## src/rtl/exec_seq_ctrl.sv

```systemverilog
// Multi-cycle FETCH/WAIT_I/DECODE/READ/EXEC/WB sequencer for the single-issue core.
// Optional perf counters (cycle_cnt, stall_cnt) are built only when SEQ_PERF_CNT_EN is defined.
module exec_seq_ctrl #(
  parameter int          ALU_TIMEOUT = 16,
  parameter logic [31:0] HALT_INSTR  = 32'h0000_0073,
  parameter int          CNT_W       = 32
) (
  input  logic             clk,
  input  logic             reset_n,
  input  logic             start,
  input  logic             stop_req,
  input  logic [31:0]      instr,
  input  logic             instr_valid,
  input  logic             wb_req,
  input  logic             alu_data_valid,
  output logic             next_instr,
  output logic             dec_en,
  output logic             rs_addr_valid,
  output logic             alu_start,
  output logic             rd_wr_en,
  output logic             op_done,
  output logic             busy,
  output logic             halted,
  output logic             err_timeout,
  output logic [CNT_W-1:0] instr_cnt,
  output logic [CNT_W-1:0] cycle_cnt,
  output logic [CNT_W-1:0] stall_cnt
);

  localparam int             TMR_W    = (ALU_TIMEOUT > 2) ? $clog2(ALU_TIMEOUT) : 1;
  localparam logic [TMR_W-1:0] TMR_LAST = TMR_W'(ALU_TIMEOUT - 1);

  typedef enum logic [2:0] {
    S_IDLE, S_FETCH, S_WAIT_I, S_DECODE, S_READ, S_EXEC, S_WB, S_HALT
  } state_t;

  state_t           state_q, state_d;
  logic [TMR_W-1:0] tmr_q;
  logic             wb_q;
  logic             stop_pend_q;
  logic             next_instr_q, dec_en_q, rs_addr_valid_q, alu_start_q;
  logic             rd_wr_en_q, op_done_q, busy_q, halted_q, err_timeout_q;
  logic [CNT_W-1:0] instr_cnt_q;
  logic             in_busy;
  logic             timeout_hit;

  assign in_busy     = (state_q != S_IDLE) && (state_q != S_HALT);
  assign timeout_hit = (state_q == S_EXEC) && !alu_data_valid && (tmr_q == TMR_LAST);

  always_comb begin
    state_d = state_q;
    case (state_q)
      S_IDLE:   if (start) state_d = S_FETCH;
      S_FETCH:  state_d = S_WAIT_I;
      S_WAIT_I: if (instr_valid) state_d = (instr == HALT_INSTR) ? S_HALT : S_DECODE;
      S_DECODE: state_d = S_READ;
      S_READ:   state_d = S_EXEC;
      // A result arriving on the terminal count still retires the instruction.
      S_EXEC: begin
        if (alu_data_valid)   state_d = S_WB;
        else if (timeout_hit) state_d = S_HALT;
      end
      S_WB:     state_d = (stop_pend_q || stop_req) ? S_IDLE : S_FETCH;
      S_HALT:   state_d = S_HALT;
      default:  state_d = S_IDLE;
    endcase
  end

  // Outputs are registered from the next state so each strobe lines up with its state.
  always_ff @(posedge clk or negedge reset_n) begin
    if (!reset_n) begin
      state_q         <= S_IDLE;
      tmr_q           <= '0;
      wb_q            <= 1'b0;
      stop_pend_q     <= 1'b0;
      next_instr_q    <= 1'b0;
      dec_en_q        <= 1'b0;
      rs_addr_valid_q <= 1'b0;
      alu_start_q     <= 1'b0;
      rd_wr_en_q      <= 1'b0;
      op_done_q       <= 1'b0;
      busy_q          <= 1'b0;
      halted_q        <= 1'b0;
      err_timeout_q   <= 1'b0;
      instr_cnt_q     <= '0;
    end else begin
      state_q         <= state_d;
      tmr_q           <= (state_q == S_EXEC && state_d == S_EXEC) ? tmr_q + TMR_W'(1) : '0;
      if (state_q == S_DECODE) wb_q <= wb_req;
      if (state_q == S_WB)             stop_pend_q <= 1'b0;
      else if (in_busy && stop_req)    stop_pend_q <= 1'b1;
      next_instr_q    <= (state_d == S_FETCH);
      dec_en_q        <= (state_d == S_DECODE);
      rs_addr_valid_q <= (state_d == S_READ);
      alu_start_q     <= (state_d == S_EXEC) && (state_q != S_EXEC);
      rd_wr_en_q      <= (state_d == S_WB) && wb_q;
      op_done_q       <= (state_d == S_WB);
      busy_q          <= (state_d != S_IDLE) && (state_d != S_HALT);
      halted_q        <= (state_d == S_HALT);
      if (timeout_hit) err_timeout_q <= 1'b1;
      if (state_d == S_WB) instr_cnt_q <= instr_cnt_q + CNT_W'(1);
    end
  end

  assign next_instr    = next_instr_q;
  assign dec_en        = dec_en_q;
  assign rs_addr_valid = rs_addr_valid_q;
  assign alu_start     = alu_start_q;
  assign rd_wr_en      = rd_wr_en_q;
  assign op_done       = op_done_q;
  assign busy          = busy_q;
  assign halted        = halted_q;
  assign err_timeout   = err_timeout_q;
  assign instr_cnt     = instr_cnt_q;

`ifdef SEQ_PERF_CNT_EN
  logic [CNT_W-1:0] cycle_cnt_q;
  logic [CNT_W-1:0] stall_cnt_q;
  logic             stall;

  assign stall = ((state_q == S_WAIT_I) && !instr_valid) ||
                 ((state_q == S_EXEC) && !alu_data_valid);

  always_ff @(posedge clk or negedge reset_n) begin
    if (!reset_n) begin
      cycle_cnt_q <= '0;
      stall_cnt_q <= '0;
    end else begin
      if (in_busy) cycle_cnt_q <= cycle_cnt_q + CNT_W'(1);
      if (stall)   stall_cnt_q <= stall_cnt_q + CNT_W'(1);
    end
  end

  assign cycle_cnt = cycle_cnt_q;
  assign stall_cnt = stall_cnt_q;
`else
  assign cycle_cnt = '0;
  assign stall_cnt = '0;
`endif

endmodule
```

## config.mk

```make
export PLATFORM = sky130hd
export DESIGN_NAME = exec_seq_ctrl
export DESIGN_NICKNAME = d
export VERILOG_FILES = /design/src/rtl/exec_seq_ctrl.sv
export SDC_FILE = /design/constraint.sdc
export NUM_CORES = 1
export LEC_CHECK = 0
export CORE_MARGIN = 10
export CORE_UTILIZATION = 55
export CTS_BUF_LIST = sky130_fd_sc_hd__clkbuf_4 sky130_fd_sc_hd__clkbuf_8
export DETAILED_ROUTE_END_ITERATION = 16
export DONT_BUFFER_PORTS = 1
export PLACE_DENSITY = 0.7
export RECOVER_POWER = 25
export SLEW_MARGIN = 10
export SYNTH_ARGS = -nofsm -noshare
export SYNTH_HDL_FRONTEND = slang
export SYNTH_SLANG_ARGS = --single-unit
```

## constraint.sdc

```tcl
create_clock -name clk -period 2.5 [get_ports clk]
set_input_delay 0.25 -clock clk [delete_from_list [all_inputs] [get_ports clk]]
set_output_delay 0.25 -clock clk [all_outputs]
set_load 0.005 [all_outputs]
```

==> PnR_summary.wiki, run 1 <==
{| class="wikitable"
! Metric !! Value
|-
| Detailed router's first-iteration violation count || 71
|-
| Cell type contributing the most total cell area after synthesis || sky130_fd_sc_hd__dfrtp_1
|-
| Hold path start || wb_req
|-
| Total wire length || about 6100 microns
|-
| Via count of the first global-routing pass || approximately 2000
|-
| MaxCap Viol Count || 0
|-
| Post-route ant nets || 0
|-
| Post-synth top cells || sky130_fd_sc_hd__buf_4, sky130_fd_sc_hd__dfrtp_1, sky130_fd_sc_hd__nor2_1
|-
| Global-route wire length before repair || a little over 10000 microns
|-
| NumNets Final || 324
|-
| Fraction of synthesized cell area in xor and xnor cells || 0.103
|-
| Warnings, synthesis || 0
|-
| Main combinational cell family by area after synthesis || simple AND/OR/NAND/NOR gates
|-
| Shortest period the worst path allows || around 2.3 ns
|-
| Clock tree sinks || 50
|-
| Area of the die || 8390 sq um
|-
| Endpoint arrival time on the critical path || roughly 2.6 ns
|-
| Unrepaired setup endpoints after global routing || false
|-
| Worst Setup Path Type || flip-flop to flip-flop
|-
| Sum of overflow across all layers after global routing || 0
|-
| Max-slew headroom || 0.192
|-
| Library cell with the highest instance count after synthesis || sky130_fd_sc_hd__buf_4
|-
| Max Root-Sink Buffers || 2
|-
| Number of port buffers || 0
|-
| Final Slew Violations || 0
|-
| Type of destination of the critical path || flip-flop
|-
| Status || complete, no violations
|-
| Total Routing Usage GR || 0.144
|-
| Width of the chip || 91.6 microns
|-
| Average size of a mapped cell || ~10 sq um
|-
| Setup-violating endpoint count in the final report || 0
|-
| Top area cells in the synthesized netlist || sky130_fd_sc_hd__dfrtp_1, sky130_fd_sc_hd__buf_4, sky130_fd_sc_hd__xor2_1
|-
| CTS H-tree lvls || 2
|-
| Layout Utilization || 0.576
|-
| Cell family contributing the most delay on the critical path || simple AND/OR/NAND/NOR gates
|-
| Wirelength per Cell || 17.5 microns
|-
| TritonCTS buffer count || 5
|-
| Power per standard cell area || 772 nW/um^2
|-
| Sequential area share after synthesis || 0.444
|-
| Number of buffers and inverters on the critical path || 1
|-
| Clock transition at the register clock pins on the worst setup and hold paths after CTS || ~0.09 ns
|-
| DR pass1 iterations || 4
|-
| Transition time at the pin with the least slew margin || 1.21 ns
|-
| Summed negative setup slack over all endpoints || 0 ns
|-
| DP HPWL || 4830 microns
|-
| Yosys top cell area share || 0.444
|-
| Initial antenna violation count || 0
|-
| Starting Density || 0.581
|-
| Final worst-path cycle share || 0.931
|-
| Io pins || around 140
|-
| Critical-path cell with the highest stage delay || sky130_fd_sc_hd__dfrtp_1
|-
| Worst min-delay path class || input port to flip-flop
|-
| Area delta synth->final || -0.976%
|-
| Prevailing post-synth register cell || sky130_fd_sc_hd__dfrtp_1
|-
| FP Rows || 25
|-
| Number of flops mapped to enable cells by yosys || 0
|-
| Die span in y || about 92 microns
|-
| Maximum fanout along the worst path || 20
|-
| Chain of cells forming the critical path || nor2b_2 -> nand3_1 -> o311ai_4 -> or3b_1 -> buf_4 -> nor4_2 -> xor2_1
|-
| Maximum achievable frequency || between 0.4 and 0.5 GHz
|-
| Fraction of the mapped netlist area in compound gates || 0.0275
|-
| Largest net degree at the start of global routing || between 50 and 60
|-
| Simple logic cell fraction of the synthesized area || 0.217
|-
| Type of element launching the critical path || flip-flop
|-
| Clock latency at the later pin of the worst-skew pair || about 0.31 ns
|-
| Total via count in the routed design || approximately 1800
|-
| Worst vdd rail ir drop || between 0.3 and 0.4 mV
|-
| Post-Syn Instances || 276
|-
| Clock Tree Root || sky130_fd_sc_hd__clkbuf_8
|-
| Final GP Congestion || roughly 0.83
|-
| Post-Synthesis Cell Area || approximately 2800 sq um
|-
| Post-CTS Repair Setup Buffers || 0
|-
| Diodes inserted || 0
|-
| Yosys reg bits || 50
|-
| Beginning of the critical path || state_q[1]
|-
| Startpoint of the worst-slack reg-to-reg timing path || state_q[1]
|-
| Peak per-stage delay on the critical path || around 0.43 ns
|-
| Setup Skew || about 0.012 ns
|-
| Layout cell share with drive strength beyond 1 || 0.0986
|-
| Leakage power total || about 1.2 nW
|-
| Mean number of vias per cell || roughly 5.0
|-
| Cell variety after synth || 37
|-
| Post-synthesis adder-cell area fraction || 0.00888
|-
| Number of design rule violations left after detail routing || 0
|-
| Req. time, crit path || roughly 2.7 ns
|-
| TritonCTS clock tree || yes
|-
| Placeable core region || between 4000 and 5000 sq um
|-
| Final number of hold-violating endpoints || 0
|-
| Asr flop ratio synth || 1.00
|-
| Mux cell area share after synthesis || 0.00399
|}
[worst register-to-register path: cells and delay by family, from the launching register on]
kind,cells,cell delay [ns]
and+or+nand+nor,4,1.10
DFF,1,0.43
AOI/OAI and AO/OA,1,0.29
buffers and inverters,1,0.23
xor gates and xnor gates,1,0.19
[registers in the layout, indices dropped and copies added (netlist names)]
name	cells
next_instr	1
err_timeout	1
rs_addr_valid	1
dec_en	1
tmr_q	4
busy	1
rd_wr_en	1
alu_start	1
halted	1
wb_q	1
state_q	3
op_done	1
stop_pend_q	1
instr_cnt	32
[path summary, 6_finish.rpt]
path                                 end  slack (ns)  cells past startpoint
max in group asynchronous       tmr_q[1]        1.03                      2
setup reg to reg           instr_cnt[29]        0.17                      7
min in group asynchronous  instr_cnt[16]        0.75                      2
hold / removal                      wb_q         0.1                      1
hold reg to reg                 tmr_q[0]        0.49                      1
setup / recovery           instr_cnt[29]        0.17                      7
[where the power goes]
| group | switching, mW | total (mW) | internal [mW] |
|---|---|---|---|
| Combinational | 0.341 | 0.572 | 0.231 |
| Clock | 0.267 | 0.521 | 0.254 |
| Sequential | 0.127 | 1.06 | 0.936 |
[final cells by class]
class | count | area (sq um)
clock buffers | 7 | 96.3
clock inverters | 1 | 8.76
fillers | 458 | 2060
inverters | 8 | 30.0
multi-input cells | 211 | 1260
flip-flops and latches | 50 | 1250
well taps | 67 | 83.8
repair buffers | 7 | 65.1
[cells by family after synthesis]
family / count (synthesis)
mux: 1
xor+xnor: 33
simple gates: 102
other cells: 1
flops: 50
buf+inv: 78
fa+ha+maj: 2
compound gates: 9
[metal layers]
metal  global-route usage  vias to the layer above  routed length [microns]
met5                    0                        -                        0
met4               0.0379                        0                       70
met3               0.0658                        7                      536
met2                0.245                       85                     3170
met1                0.158                      859                     2370
li1                     -                      811                        -
[timing repair]
item                                   in CTS  in global routing
resized for setup                           0                  1
endpoints found under the hold margin      50                  0
hold buffers                                2                  0
setup endpoints to repair                   0                  5
[cell usage in the layout (no fill, tap or decap), types with 4 or more instances in the layout]
cell / instances
sky130_fd_sc_hd__and3_1: 4
sky130_fd_sc_hd__buf_4: 4
sky130_fd_sc_hd__clkbuf_8: 7
sky130_fd_sc_hd__conb_1: 64
sky130_fd_sc_hd__dfrtp_1: 50
sky130_fd_sc_hd__inv_1: 8
sky130_fd_sc_hd__nand2_1: 15
sky130_fd_sc_hd__nand3_1: 18
sky130_fd_sc_hd__nand4_1: 10
sky130_fd_sc_hd__nor2_1: 19
sky130_fd_sc_hd__nor3_1: 8
sky130_fd_sc_hd__nor4_1: 4
sky130_fd_sc_hd__nor4_2: 8
sky130_fd_sc_hd__xnor2_1: 16
sky130_fd_sc_hd__xor2_1: 17
[metrics by stage]
stage | cell area [sq um] | total power [mW] | hold slack [ns] | worst slack, ns | instances
detailed placement | 2670 | 1.63 | -0.0432 | 0.0970 | 341
finish | 2790 | 2.16 | 0.0971 | 0.172 | 351
global placement | 2670 | 1.61 | -0.0432 | 0.257 | 341
global route | 2790 | 2.32 | 0.0994 | 0.000476 | 351
CTS | 2810 | 2.17 | 0.0858 | 0.0691 | 351
floorplan | 3060 | 1.54 | -0.0456 | 0.265 | 339
Note: power is estimated with default switching activity, not from simulation.
==> run 2, diff against run 1 <==
--- a/config.mk
+++ b/config.mk
@@ -5,12 +5,14 @@
 export SDC_FILE = /design/constraint.sdc
 export NUM_CORES = 1
 export LEC_CHECK = 0
+export CELL_PAD_IN_SITES_DETAIL_PLACEMENT = 1
+export CELL_PAD_IN_SITES_GLOBAL_PLACEMENT = 1
 export CORE_MARGIN = 10
-export CORE_UTILIZATION = 55
+export CORE_UTILIZATION = 48
 export CTS_BUF_LIST = sky130_fd_sc_hd__clkbuf_4 sky130_fd_sc_hd__clkbuf_8
 export DETAILED_ROUTE_END_ITERATION = 16
 export DONT_BUFFER_PORTS = 1
-export PLACE_DENSITY = 0.7
+export PLACE_DENSITY = 0.82
 export RECOVER_POWER = 25
 export SLEW_MARGIN = 10
 export SYNTH_ARGS = -nofsm -noshare
==> run 2 against run 1 <==
Against the previous run: final area hardly changed; worst hold slack got worse by 0.0010 ns; clock power shrank 4.8%.
==> PnR_summary.wiki, run 2 (synthesis results as in run 1) <==
{| class="wikitable"
! Metric !! Value
|-
| Status || complete, no violations (unchanged)
|-
| Via count of the first global-routing pass || 1973 (was 1992)
|-
| Shortest period the worst path allows || 2.30 ns (was 2.33 ns)
|-
| Io pins || 144 (unchanged)
|-
| Clock transition at the register clock pins on the worst setup and hold paths after CTS || 0.10 ns (was 0.09 ns)
|-
| Width of the chip || 96.6 microns (was 91.6 microns)
|-
| Clock Tree Root || sky130_fd_sc_hd__clkbuf_8 (unchanged)
|-
| DP HPWL || 5430 microns (was 4830 microns)
|-
| Hold Crit Endpoint || wb_q (unchanged)
|-
| Placeable core region || 5610 sq um (was 4850 sq um)
|-
| Power after layout || 2.12 mW (was 2.16 mW)
|-
| Worst Setup Path Type || flip-flop to flip-flop (unchanged)
|-
| Setup-violating endpoint count in the final report || 0 (unchanged)
|-
| Diodes inserted || 0 (unchanged)
|-
| Largest register FFs || 32 (unchanged)
|-
| Final GP Congestion || 0.739 (was 0.828)
|-
| Setup Skew || 0.0125 ns (was 0.0119 ns)
|-
| Area delta synth->final || -0.888% (was -0.976%)
|-
| Clock tree sinks || 50 (unchanged)
|-
| Grt met1 use || 0.141 (was 0.158)
|-
| Area of the die || 9340 sq um (was 8390 sq um)
|-
| Post-CTS Repair Setup Buffers || 0 (unchanged)
|-
| Final Slew Violations || 0 (unchanged)
|-
| Leakage power total || 1.19 nW (about the same)
|-
| Total Routing Usage GR || 0.144 (about the same)
|-
| Type of element launching the critical path || flip-flop (unchanged)
|-
| Startpoint of the worst-slack reg-to-reg timing path || state_q[2] (was state_q[1])
|-
| Hold Crit Depth || 1 (unchanged)
|-
| Starting Density || 0.503 (was 0.581)
|-
| Worst vdd rail ir drop || 0.427 mV (was 0.360 mV)
|-
| TritonCTS buffer count || 5 (unchanged)
|-
| Layout cell share with drive strength beyond 1 || 0.109 (was 0.0986)
|-
| Wirelength per Cell || 19.2 microns (was 17.5 microns)
|-
| Power per standard cell area || 760 nW/um^2 (was 772 nW/um^2)
|-
| Global-route wire length before repair || 11200 microns (was 10100 microns)
|-
| Max-slew headroom || 0.162 (was 0.192)
|-
| Maximum fanout along the worst path || 20 (unchanged)
|-
| NumNets Final || 325 (was 324)
|-
| Final worst-path cycle share || 0.922 (was 0.931)
|-
| CTS H-tree lvls || 2 (unchanged)
|-
| Transition time at the pin with the least slew margin || 1.26 ns (was 1.21 ns)
|-
| Most common library cell in the layout ignoring fill and taps || sky130_fd_sc_hd__conb_1 (unchanged)
|-
| Maximum achievable frequency || 0.434 GHz (was 0.430 GHz)
|-
| Post-route ant nets || 0 (unchanged)
|-
| Endpoint arrival time on the critical path || 2.53 ns (was 2.55 ns)
|-
| Worst min-delay path class || input port to flip-flop (unchanged)
|-
| Hold path start || wb_req (unchanged)
|-
| Number of port buffers || 0 (unchanged)
|-
| Req. time, crit path || 2.73 ns (about the same)
|-
| Largest net degree at the start of global routing || 51 (unchanged)
|-
| Final number of hold-violating endpoints || 0 (unchanged)
|-
| Max Root-Sink Buffers || 2 (unchanged)
|-
| Detailed router's first-iteration violation count || 55 (was 71)
|-
| M2 GR Usage || 0.256 (was 0.245)
|-
| Grt met3 use || 0.0774 (was 0.0658)
|-
| Register-to-Register Path Depth || 7 (unchanged)
|-
| Highest-count cells in the layout ignoring fill and taps || sky130_fd_sc_hd__conb_1, sky130_fd_sc_hd__dfrtp_1, sky130_fd_sc_hd__nor2_1 (unchanged)
|-
| DR pass1 iterations || 4 (unchanged)
|-
| Worst setup slack for register-to-register paths || 0.20 ns (was 0.17 ns)
|-
| Total via count in the routed design || 1798 (was 1762)
|-
| Mean number of vias per cell || 5.04 (was 5.02)
|-
| TritonCTS clock tree || yes (unchanged)
|-
| Die span in y || 96.6 microns (was 91.6 microns)
|-
| Sum of overflow across all layers after global routing || 0 (unchanged)
|-
| Total wire length || 6870 microns (was 6140 microns)
|-
| Type of destination of the critical path || flip-flop (unchanged)
|-
| MaxCap Viol Count || 0 (unchanged)
|-
| Clock latency at the later pin of the worst-skew pair || 0.30 ns (was 0.31 ns)
|-
| FP Rows || 27 (was 25)
|-
| Number of design rule violations left after detail routing || 0 (unchanged)
|-
| Most heavily used metal layer in global routing || met2 (unchanged)
|-
| Critical register-to-register path endpoint || instr_cnt[31] (was instr_cnt[29])
|-
| Summed negative setup slack over all endpoints || 0 ns (unchanged)
|-
| Unrepaired setup endpoints after global routing || false (unchanged)
|-
| Initial antenna violation count || 0 (unchanged)
|}
[run 2: layout make-up]
cell class              instances  area [sq um]
fillers                       659          2810
multi-input cells             211          1270
flip-flops and latches         50          1250
well taps                      72          90.1
clock buffers                   6          82.6
repair buffers                  8          60.1
inverters                       8          30.0
clock inverters                 2          12.5
[run 2: worst max path at each step]
stage               startpoint             to  slack (ns)  cells after the start
floorplan           state_q[0]   instr_cnt[9]        0.26                      9
global placement    state_q[1]  instr_cnt[31]        0.17                      7
detailed placement  state_q[1]  instr_cnt[31]        0.05                      7
CTS                 state_q[1]  instr_cnt[31]        0.03                      7
global route        state_q[2]  instr_cnt[18]       0.007                      7
finish              state_q[2]  instr_cnt[31]        0.20                      7
[run 2: stage by stage]
stage	hold WS [ns]	utilization	area (sq um)	std cells	setup slack, ns
after floorplan	-0.0456	-	3060	339	0.265
after global placement	-0.0441	0.476	2670	347	0.171
after detailed placement	-0.0440	0.476	2670	347	0.0460
after CTS	0.0853	0.500	2800	357	0.0328
after global routing	0.0812	0.498	2790	357	0.00657
final	0.0960	0.498	2790	357	0.196
[run 2: worst max-delay path, cell delays in order, from the launching register on]
cell	delay [ns]
sky130_fd_sc_hd__dfrtp_1	0.46
sky130_fd_sc_hd__nand2b_1	0.20
sky130_fd_sc_hd__nor2_1	0.10
sky130_fd_sc_hd__a211o_1	0.34
sky130_fd_sc_hd__or3b_1	0.40
sky130_fd_sc_hd__buf_4	0.23
sky130_fd_sc_hd__nor4_2	0.31
sky130_fd_sc_hd__xor2_1	0.20
[run 2: metal layers]
layer	vias to the layer above	wire length, microns
li1	815	-
met1	886	2430
met2	93	3570
met3	4	811
met4	0	57
met5	-	0
[run 2: what timing repair did]
item | 4_1_cts | 5_1_grt
endpoints found under the setup margin | 0 | 19
hold buffers | 2 | 0
resized for setup | 0 | 4
hold endpoints to repair | 50 | 0
[run 2: report_power, final]
part	leakage, nW	switching, mW	total, mW	internal, mW
Sequential	0.595	0.136	1.07	0.938
Combinational	0.550	0.336	0.554	0.219
Clock	0.0472	0.273	0.496	0.223
Total	1.19	0.745	2.12	1.38
